File: src/rtl/bram_port_ctrl_if.sv
// Requester-side bus of the L1 cache array controller: clear request,
// read handshake with a registered response, and write handshake.
interface bram_port_ctrl_if #(
  parameter int DATA_WIDTH = 32,
  parameter int ADDR_WIDTH = 8
);
  logic                  clr_req;
  logic                  busy;
  logic                  rd_req;
  logic [ADDR_WIDTH-1:0] rd_addr;
  logic                  rd_ready;
  logic                  rd_valid;
  logic [DATA_WIDTH-1:0] rd_data;
  logic                  wr_req;
  logic [ADDR_WIDTH-1:0] wr_addr;
  logic [DATA_WIDTH-1:0] wr_data;
  logic                  wr_ready;

  modport master (
    output clr_req, rd_req, rd_addr, wr_req, wr_addr, wr_data,
    input  busy, rd_ready, rd_valid, rd_data, wr_ready
  );

  modport slave (
    input  clr_req, rd_req, rd_addr, wr_req, wr_addr, wr_data,
    output busy, rd_ready, rd_valid, rd_data, wr_ready
  );
endinterface

File: src/rtl/bram_port_ctrl.sv
// Port sequencer for one simple dual-port bram (registered read, read-first
// on collision). Zero-fills the array after reset and on clr_req, gates the
// requester handshakes, and turns a same-cycle same-address read+write into
// write-first behaviour by forwarding the write data into the response.
module bram_port_ctrl #(
  parameter int DATA_WIDTH = 32,
  parameter int ADDR_WIDTH = 8
) (
  input  logic                  clk,
  input  logic                  rstn,
  bram_port_ctrl_if.slave       req,
  output logic [ADDR_WIDTH-1:0] bram_raddr,
  output logic [ADDR_WIDTH-1:0] bram_waddr,
  output logic [DATA_WIDTH-1:0] bram_din,
  output logic                  bram_we,
  input  logic [DATA_WIDTH-1:0] bram_dout
);

  typedef enum logic {CLEAR = 1'b0, RUN = 1'b1} state_t;

  localparam logic [ADDR_WIDTH-1:0] CNT_LAST = '1;

  state_t                state, state_nxt;
  logic [ADDR_WIDTH-1:0] cnt, cnt_nxt;
  logic                  port_open;
  logic                  rd_acc;
  logic                  wr_acc;
  logic                  collide;
  logic                  vld_p1;
  logic                  fwd_p1;
  logic [DATA_WIDTH-1:0] fwd_data_p1;

  // Requests are taken only in RUN and never in a cycle that asks for a clear.
  assign port_open = (state == RUN) && !req.clr_req;
  assign rd_acc    = req.rd_req && port_open;
  assign wr_acc    = req.wr_req && port_open;
  assign collide   = rd_acc && wr_acc && (req.rd_addr == req.wr_addr);

  // State register and sweep counter; reset restarts the sweep from address 0.
  always_ff @(posedge clk or negedge rstn) begin
    if (!rstn) begin
      state <= CLEAR;
      cnt   <= '0;
    end else begin
      state <= state_nxt;
      cnt   <= cnt_nxt;
    end
  end

  // Next state: sweep every address once, then run until a clear is requested.
  always_comb begin
    state_nxt = state;
    cnt_nxt   = cnt;
    case (state)
      CLEAR: begin
        cnt_nxt = cnt + ADDR_WIDTH'(1);
        if (cnt == CNT_LAST) begin
          state_nxt = RUN;
          cnt_nxt   = '0;
        end
      end
      RUN: begin
        if (req.clr_req) begin
          state_nxt = CLEAR;
          cnt_nxt   = '0;
        end
      end
      default: begin
        state_nxt = CLEAR;
        cnt_nxt   = '0;
      end
    endcase
  end

  // Outputs: the sweep owns the write port in CLEAR, the requester in RUN.
  always_comb begin
    req.busy     = 1'b1;
    req.rd_ready = 1'b0;
    req.wr_ready = 1'b0;
    bram_we      = 1'b1;
    bram_waddr   = cnt;
    bram_din     = '0;
    bram_raddr   = req.rd_addr;
    if (state == RUN) begin
      req.busy     = 1'b0;
      req.rd_ready = !req.clr_req;
      req.wr_ready = !req.clr_req;
      bram_we      = wr_acc;
      bram_waddr   = req.wr_addr;
      bram_din     = req.wr_data;
    end
  end

  // ---- stage p0 -> p1: read response and collision forward ----
  // The bram returns old data on a same-address collision, so the write data
  // is captured here and substituted for bram_dout on the response cycle.
  always_ff @(posedge clk or negedge rstn) begin
    if (!rstn) begin
      vld_p1      <= 1'b0;
      fwd_p1      <= 1'b0;
      fwd_data_p1 <= '0;
    end else begin
      vld_p1      <= rd_acc;
      fwd_p1      <= collide;
      if (collide) begin
        fwd_data_p1 <= req.wr_data;
      end
    end
  end

  assign req.rd_valid = vld_p1;
  assign req.rd_data  = fwd_p1 ? fwd_data_p1 : bram_dout;

endmodule

File: src/flat_wrapper.sv
// flat-port wrapper written by rule: the top's interface ports become plain ports
module bram_port_ctrl_flat 
#(
  parameter int DATA_WIDTH = 32,
  parameter int ADDR_WIDTH = 8
)
  (clk, rstn, bram_raddr, bram_waddr, bram_din, bram_we, bram_dout, req_clr_req, req_rd_req, req_rd_addr, req_wr_req, req_wr_addr, req_wr_data, req_busy, req_rd_ready, req_rd_valid, req_rd_data, req_wr_ready);
  bram_port_ctrl_if #(.DATA_WIDTH(DATA_WIDTH), .ADDR_WIDTH(ADDR_WIDTH)) req_i ();
  input  logic clk;
  input  logic rstn;
  output logic [ADDR_WIDTH-1:0] bram_raddr;
  output logic [ADDR_WIDTH-1:0] bram_waddr;
  output logic [DATA_WIDTH-1:0] bram_din;
  output logic bram_we;
  input  logic [DATA_WIDTH-1:0] bram_dout;
  input wire logic [$bits(req_i.clr_req)-1:0] req_clr_req;
  input wire logic [$bits(req_i.rd_req)-1:0] req_rd_req;
  input wire logic [$bits(req_i.rd_addr)-1:0] req_rd_addr;
  input wire logic [$bits(req_i.wr_req)-1:0] req_wr_req;
  input wire logic [$bits(req_i.wr_addr)-1:0] req_wr_addr;
  input wire logic [$bits(req_i.wr_data)-1:0] req_wr_data;
  output wire logic [$bits(req_i.busy)-1:0] req_busy;
  output wire logic [$bits(req_i.rd_ready)-1:0] req_rd_ready;
  output wire logic [$bits(req_i.rd_valid)-1:0] req_rd_valid;
  output wire logic [$bits(req_i.rd_data)-1:0] req_rd_data;
  output wire logic [$bits(req_i.wr_ready)-1:0] req_wr_ready;
  assign req_i.clr_req = req_clr_req;
  assign req_i.rd_req = req_rd_req;
  assign req_i.rd_addr = req_rd_addr;
  assign req_i.wr_req = req_wr_req;
  assign req_i.wr_addr = req_wr_addr;
  assign req_i.wr_data = req_wr_data;
  assign req_busy = req_i.busy;
  assign req_rd_ready = req_i.rd_ready;
  assign req_rd_valid = req_i.rd_valid;
  assign req_rd_data = req_i.rd_data;
  assign req_wr_ready = req_i.wr_ready;
  bram_port_ctrl #(.DATA_WIDTH(DATA_WIDTH), .ADDR_WIDTH(ADDR_WIDTH)) u_core (.clk(clk), .rstn(rstn), .req(req_i), .bram_raddr(bram_raddr), .bram_waddr(bram_waddr), .bram_din(bram_din), .bram_we(bram_we), .bram_dout(bram_dout));
endmodule
File: config.mk
export PLATFORM = sky130hd
export DESIGN_NAME = bram_port_ctrl_flat
export DESIGN_NICKNAME = d
export VERILOG_FILES = /design/src/rtl/bram_port_ctrl_if.sv /design/src/rtl/bram_port_ctrl.sv /design/src/flat_wrapper.sv
export SDC_FILE = /design/constraint.sdc
export NUM_CORES = 1
export LEC_CHECK = 0
export ABC_AREA = 1
export BUFFER_PORTS_ARGS = -buffer_cell sky130_fd_sc_hd__buf_4
export CAP_MARGIN = 20
export CORE_ASPECT_RATIO = 1.75
export CORE_MARGIN = 2
export CORE_UTILIZATION = 48
export DETAILED_ROUTE_END_ITERATION = 6
export PLACE_DENSITY = 0.87
export SYNTH_ARGS = -nofsm -noshare
export SYNTH_HDL_FRONTEND = slang
export SYNTH_SLANG_ARGS = --single-unit
File: constraint.sdc
create_clock -name clk -period 2.5 [get_ports clk]
set_input_delay 0.5 -clock clk [delete_from_list [all_inputs] [get_ports clk]]
set_output_delay 0.5 -clock clk [all_outputs]
set_load 0.02 [all_outputs]
-- Word level (Yosys, flattened, before mapping)
Cells that the tools add are included.
- register bits: 43
- word-level logic and storage cells: 28
- add/subtract/negate cells: 1
- equal/unequal tests: 3
- muxes and demuxes: 12
- bitwise logic cells: 1
- reductions and logical operators: 6
- operators with widths (kind ; count):
    2-to-1 mux 32 bit ; 2
    2-to-1 mux 8 bit ; 3
    case mux 8 bit (2 select lines) ; 1
    adder 8 x 1 -> 8 bit, second input constant ; 1
    equality test 8 bit ; 1
    equality test 8 bit, second input constant ; 1
    logical AND 1 bit ; 5
    2-to-1 mux 1 bit ; 5
    != test 2 bit, second input constant ; 1
    case mux 1 bit (2 select lines) ; 1
    logical NOT 1 bit ; 1
    NOT 1 bit ; 1

-- Depth between registers and ports, before layout
- word-level depth: 5
- gate-level depth with buffers: 10

-- Worst setup path before layout
OpenSTA, ideal clock, no wires.
- path type: register to output
- from: register u_core.state
- to: output port bram_waddr[1]
- arrival: 1155 ps
- slack: 845 ps
- cell stages (with the launch flop): 4
- cell sequence: dfrtp_1 > buf_6 > clkbuf_1 > o21ai_0
- longest elaborated chain between the ends: 1
- ends and longest elaborated chain (item ; line ; text):
    from (decl) ; bram_port_ctrl.sv:23 ; state_t state, state_nxt;
    from (signal assigned) ; bram_port_ctrl.sv:45 ; state <= state_nxt;
    2-to-1 mux 8 bit ; bram_port_ctrl.sv:84 ; if (state == RUN) begin
    to (decl) ; flat_wrapper.sv:12 ; output logic [ADDR_WIDTH-1:0] bram_waddr;
Every way passes these cells.

-- Worst setup path after layout
- from: register u_core.state
- to: output port bram_waddr[7]
Same word-level chain as after synthesis.

==> run_results.csv <==
group,metric,value,unit
logic_synthesis,syn-num-nets,470,
global_routing,grt.overflow.total,0,
global_routing,grt_pass1_vias,2935,
logic_synthesis,synth_warnings,0,
routing,route.detailed.drc,0,
setup_path,critPathLaunchType,"flop",
logic_synthesis,synth_xor_area_share,1.22,%
sta,timing.hold.ws,187,ps
sta,fin_crit_sh,88.6,%
sta,maxSlewViolCount,0,
power,power_leakage,2.60,nW
global_routing,grt-busiest-layer,"met2",
setup_path,crit_type,"reg -> out",
routing,wl_per_cell,13.8,µm
final_layout,layout-drive-gt1-share,40.9,%
place,place_inst,606,
logic_synthesis,netlist_area,2880,µm²
logic_synthesis,avgSynthCellArea,7.49,µm²
status,status,"completed",
routing,ant_nets,0,
logic_synthesis,yosysSeqAreaShare,37.4,%
setup_path,crit_path_cell_trace,"buf_4, nand2_1, o21ai_0, buf_4",
die,num_rows,37,
sta,fin_ws,286,ps
sta,rsz0062_at_grt,"no",
place,portBuffers,169,
clock_tree,worstSkewPairLatency,290,ps
clock_tree,post-cts-setup-buffers,0,
global_routing,track_usage,26.0,%
logic_synthesis,synth.mux.area_fraction,12.5,%
place,dp_hpwl,6730,µm
job,drv_cap,0,
global_routing,grt_max_degree,44,
setup_path,critPathCaptureType,"output pin",
global_routing,use_met3,4.23,%
sta,setup_tns,0,ps
logic_synthesis,yosysUniqueCellTypes,27,
routing,drt_wl_total,8500,µm
setup_path,path_max_fanout,30,
final_layout,syn2layout_area_growth,46.2,%
global_routing,antenna_found_initial,0,
clock_tree,root_buffer,"clkbuf_8",
place,preCtsSetupSlack,541,ps
die,io_pins,170,
setup_path,cp_data_required_time,2000,ps
power,power_density,385,nW/µm²
logic_synthesis,synthCells,384,
clock_tree,hold_buffers,0,
sta,tightest_slew,690,ps
clock_tree,numCtsBuffers,5,
die,start_util,49.3,%
logic_synthesis,synth_compound_gate_area_share,4.30,%
final_layout,fill_cells,507,
setup_path,critical_path_arrival,1710,ps
routing,vias,2996,
sta,finalClockSkew,3.13,ps
routing,drtPass1Iterations,4,
logic_synthesis,synth_top_family_by_area,"simple AND/OR/NAND/NOR gates",
routing,drt_iter0_drc,112,
sta,clock.fmax,0.452,GHz
clock_tree,cts_tree,"yes",
global_routing,grt_pass1_wl,14000,µm
die,die_h,106,µm
setup_path,critPathBufInv,2,
die,die_w,62.5,µm
setup_path,cp_common_cell,"buf_4",
power,finalPower,1.62,mW
final_layout,instances_no_fill,614,
setup_path,slowest_delay,750,ps
logic_synthesis,yosys_register_bits,43,
sta,layout_min_cycle_time,2210,ps
clock_tree,clock-sinks,43,
logic_synthesis,synth-simple-area-share,29.7,%
setup_path,worst_path_max_delay_cell,"dfrtp_2",
routing,vias_per_cell,4.88,
die,core,5830,µm²
final_layout,diodes,0,
die,dieArea,6660,µm²
clock_tree,clk_pin_slew,80,ps
setup_path,cp_top_family,"flip-flops",
clock_tree,clock_path_buffers,2,
logic_synthesis,synth-adder-area-share,0.435,%
global_routing,grt_use_met1,28.8,%
global_routing,use_met2,50.5,%
hold_path,hold_path.class,"in -> async",
power,vdd_drop_max,0.000361,V
clock_tree,ctsResizeCount,0,
sta,relSlewSlack,53.9,%
sta,hold_viol,0,
clock_tree,htree_levels,2,
sta,setup-violations-final,0,
place,place_congestion,0.820,
final_layout,nNetsFinal,621,
## final timing paths
path	depth (start not counted)	start	endpoint	slack, ps
setup / recovery	4	u_core.state	bram_waddr[7]	290
hold reg to reg	2	u_core.fwd_data_p1[17]	u_core.fwd_data_p1[17]	480
min in group clk	3	req_wr_data[30]	u_core.fwd_data_p1[30]	450
setup reg to reg	7	u_core.state	u_core.fwd_data_p1[5]	530
hold / removal	1	rstn	u_core.cnt[1]	190
max in group asynchronous	1	rstn	u_core.state	1910
## metal layers
metal	vias up	part of all wire (%)	routed length (µm)
met1	1388	36	3080
met2	117	57	4870
met4	0	1.4	116
met5	-	0	0
met3	10	5.1	434
li1	1481	-	-
## state kept, by name, indices dropped and copies added (netlist names)
signal	cells
u_core.fwd_data_p1	32
u_core.state	1
u_core.cnt	8
u_core.req.rd_valid	1
u_core.fwd_p1	1
## worst register-to-register path, cell delays in order (launching register included)
cell and delay (ps):
dfrtp_2 750, nand2_8 160, nor2_8 120, nand2_4 70, nor2_8 180, nand3_4 330
nand2_1 180, nand2_1 70
## cells in the mapped netlist (all sizes together)
| cell type | instances | area (µm²) |
|---|---|---|
| o21ai | 15 | 75.1 |
| buf | 25 | 183 |
| o22ai | 4 | 25.0 |
| clkbuf | 3 | 11.3 |
| nand3 | 36 | 193 |
| o32ai | 1 | 8.76 |
| nor2b | 1 | 6.26 |
| a21oi | 3 | 15.0 |
| mux2 | 32 | 360 |
| inv | 59 | 221 |
| dfrtp | 43 | 1080 |
| xnor2 | 2 | 17.5 |
| and2 | 1 | 6.26 |
| nor2 | 13 | 88.8 |
| nand2 | 143 | 561 |
| ha | 1 | 12.5 |
| xor2 | 2 | 17.5 |
## stage by stage
step	area [µm²]	utilization [%]
after floorplan	2880	-
after global routing	4210	72.1
after CTS	4210	72.1
after detailed placement	4070	69.8
final	4210	72.1
after global placement	4070	69.8
## cells by family (layout without fill, tap and decap cells)
family / Yosys count / after routing
simple gates: 194 / 194
buf+inv: 87 / 239
flops: 43 / 43
mux: 32 / 32
compound gates: 23 / 23
xor+xnor: 4 / 4
fa+ha+maj: 1 / 1
## cell usage in the layout, fill, tap and decap left out, types with 2 or more instances in the layout
cell type | synthesis | routed
o22ai_1 | 4 | 4
nor2_1 | 10 | 10
nor2_8 | 2 | 2
mux2_1 | 2 | 2
mux2_2 | 30 | 30
nand2_1 | 141 | 141
xnor2_1 | 2 | 2
clkbuf_8 | 0 | 5
a21oi_1 | 3 | 3
xor2_1 | 2 | 2
nand3_1 | 35 | 35
inv_2 | 3 | 3
bufinv_16 | 0 | 2
dfrtp_1 | 43 | 42
buf_4 | 13 | 172
inv_1 | 56 | 56
o21ai_0 | 13 | 13
o21ai_1 | 2 | 2
## final cells by class
type / count / area [µm²] / share of cell area (%)
Inverter: 59 / 221 / 5.26
Timing Repair Buffer: 172 / 1290 / 30.7
Sequential cell: 43 / 1080 / 25.6
Multi-Input combinational cell: 254 / 1390 / 33.0
Clock buffer: 6 / 72.6 / 1.73
Tap cell: 78 / 97.6 / 2.32
Clock inverter: 2 / 60.1 / 1.43
## power by group
group / internal (mW) / leakage (nW) / total, mW / switching (mW)
clock: 0.399 / 0.0654 / 0.631 / 0.232
sequential: 0.695 / 0.579 / 0.695 / 0
combinational: 0.155 / 1.95 / 0.294 / 0.139
total: 1.25 / 2.60 / 1.62 / 0.371
(Power assumes the default switching activity.)
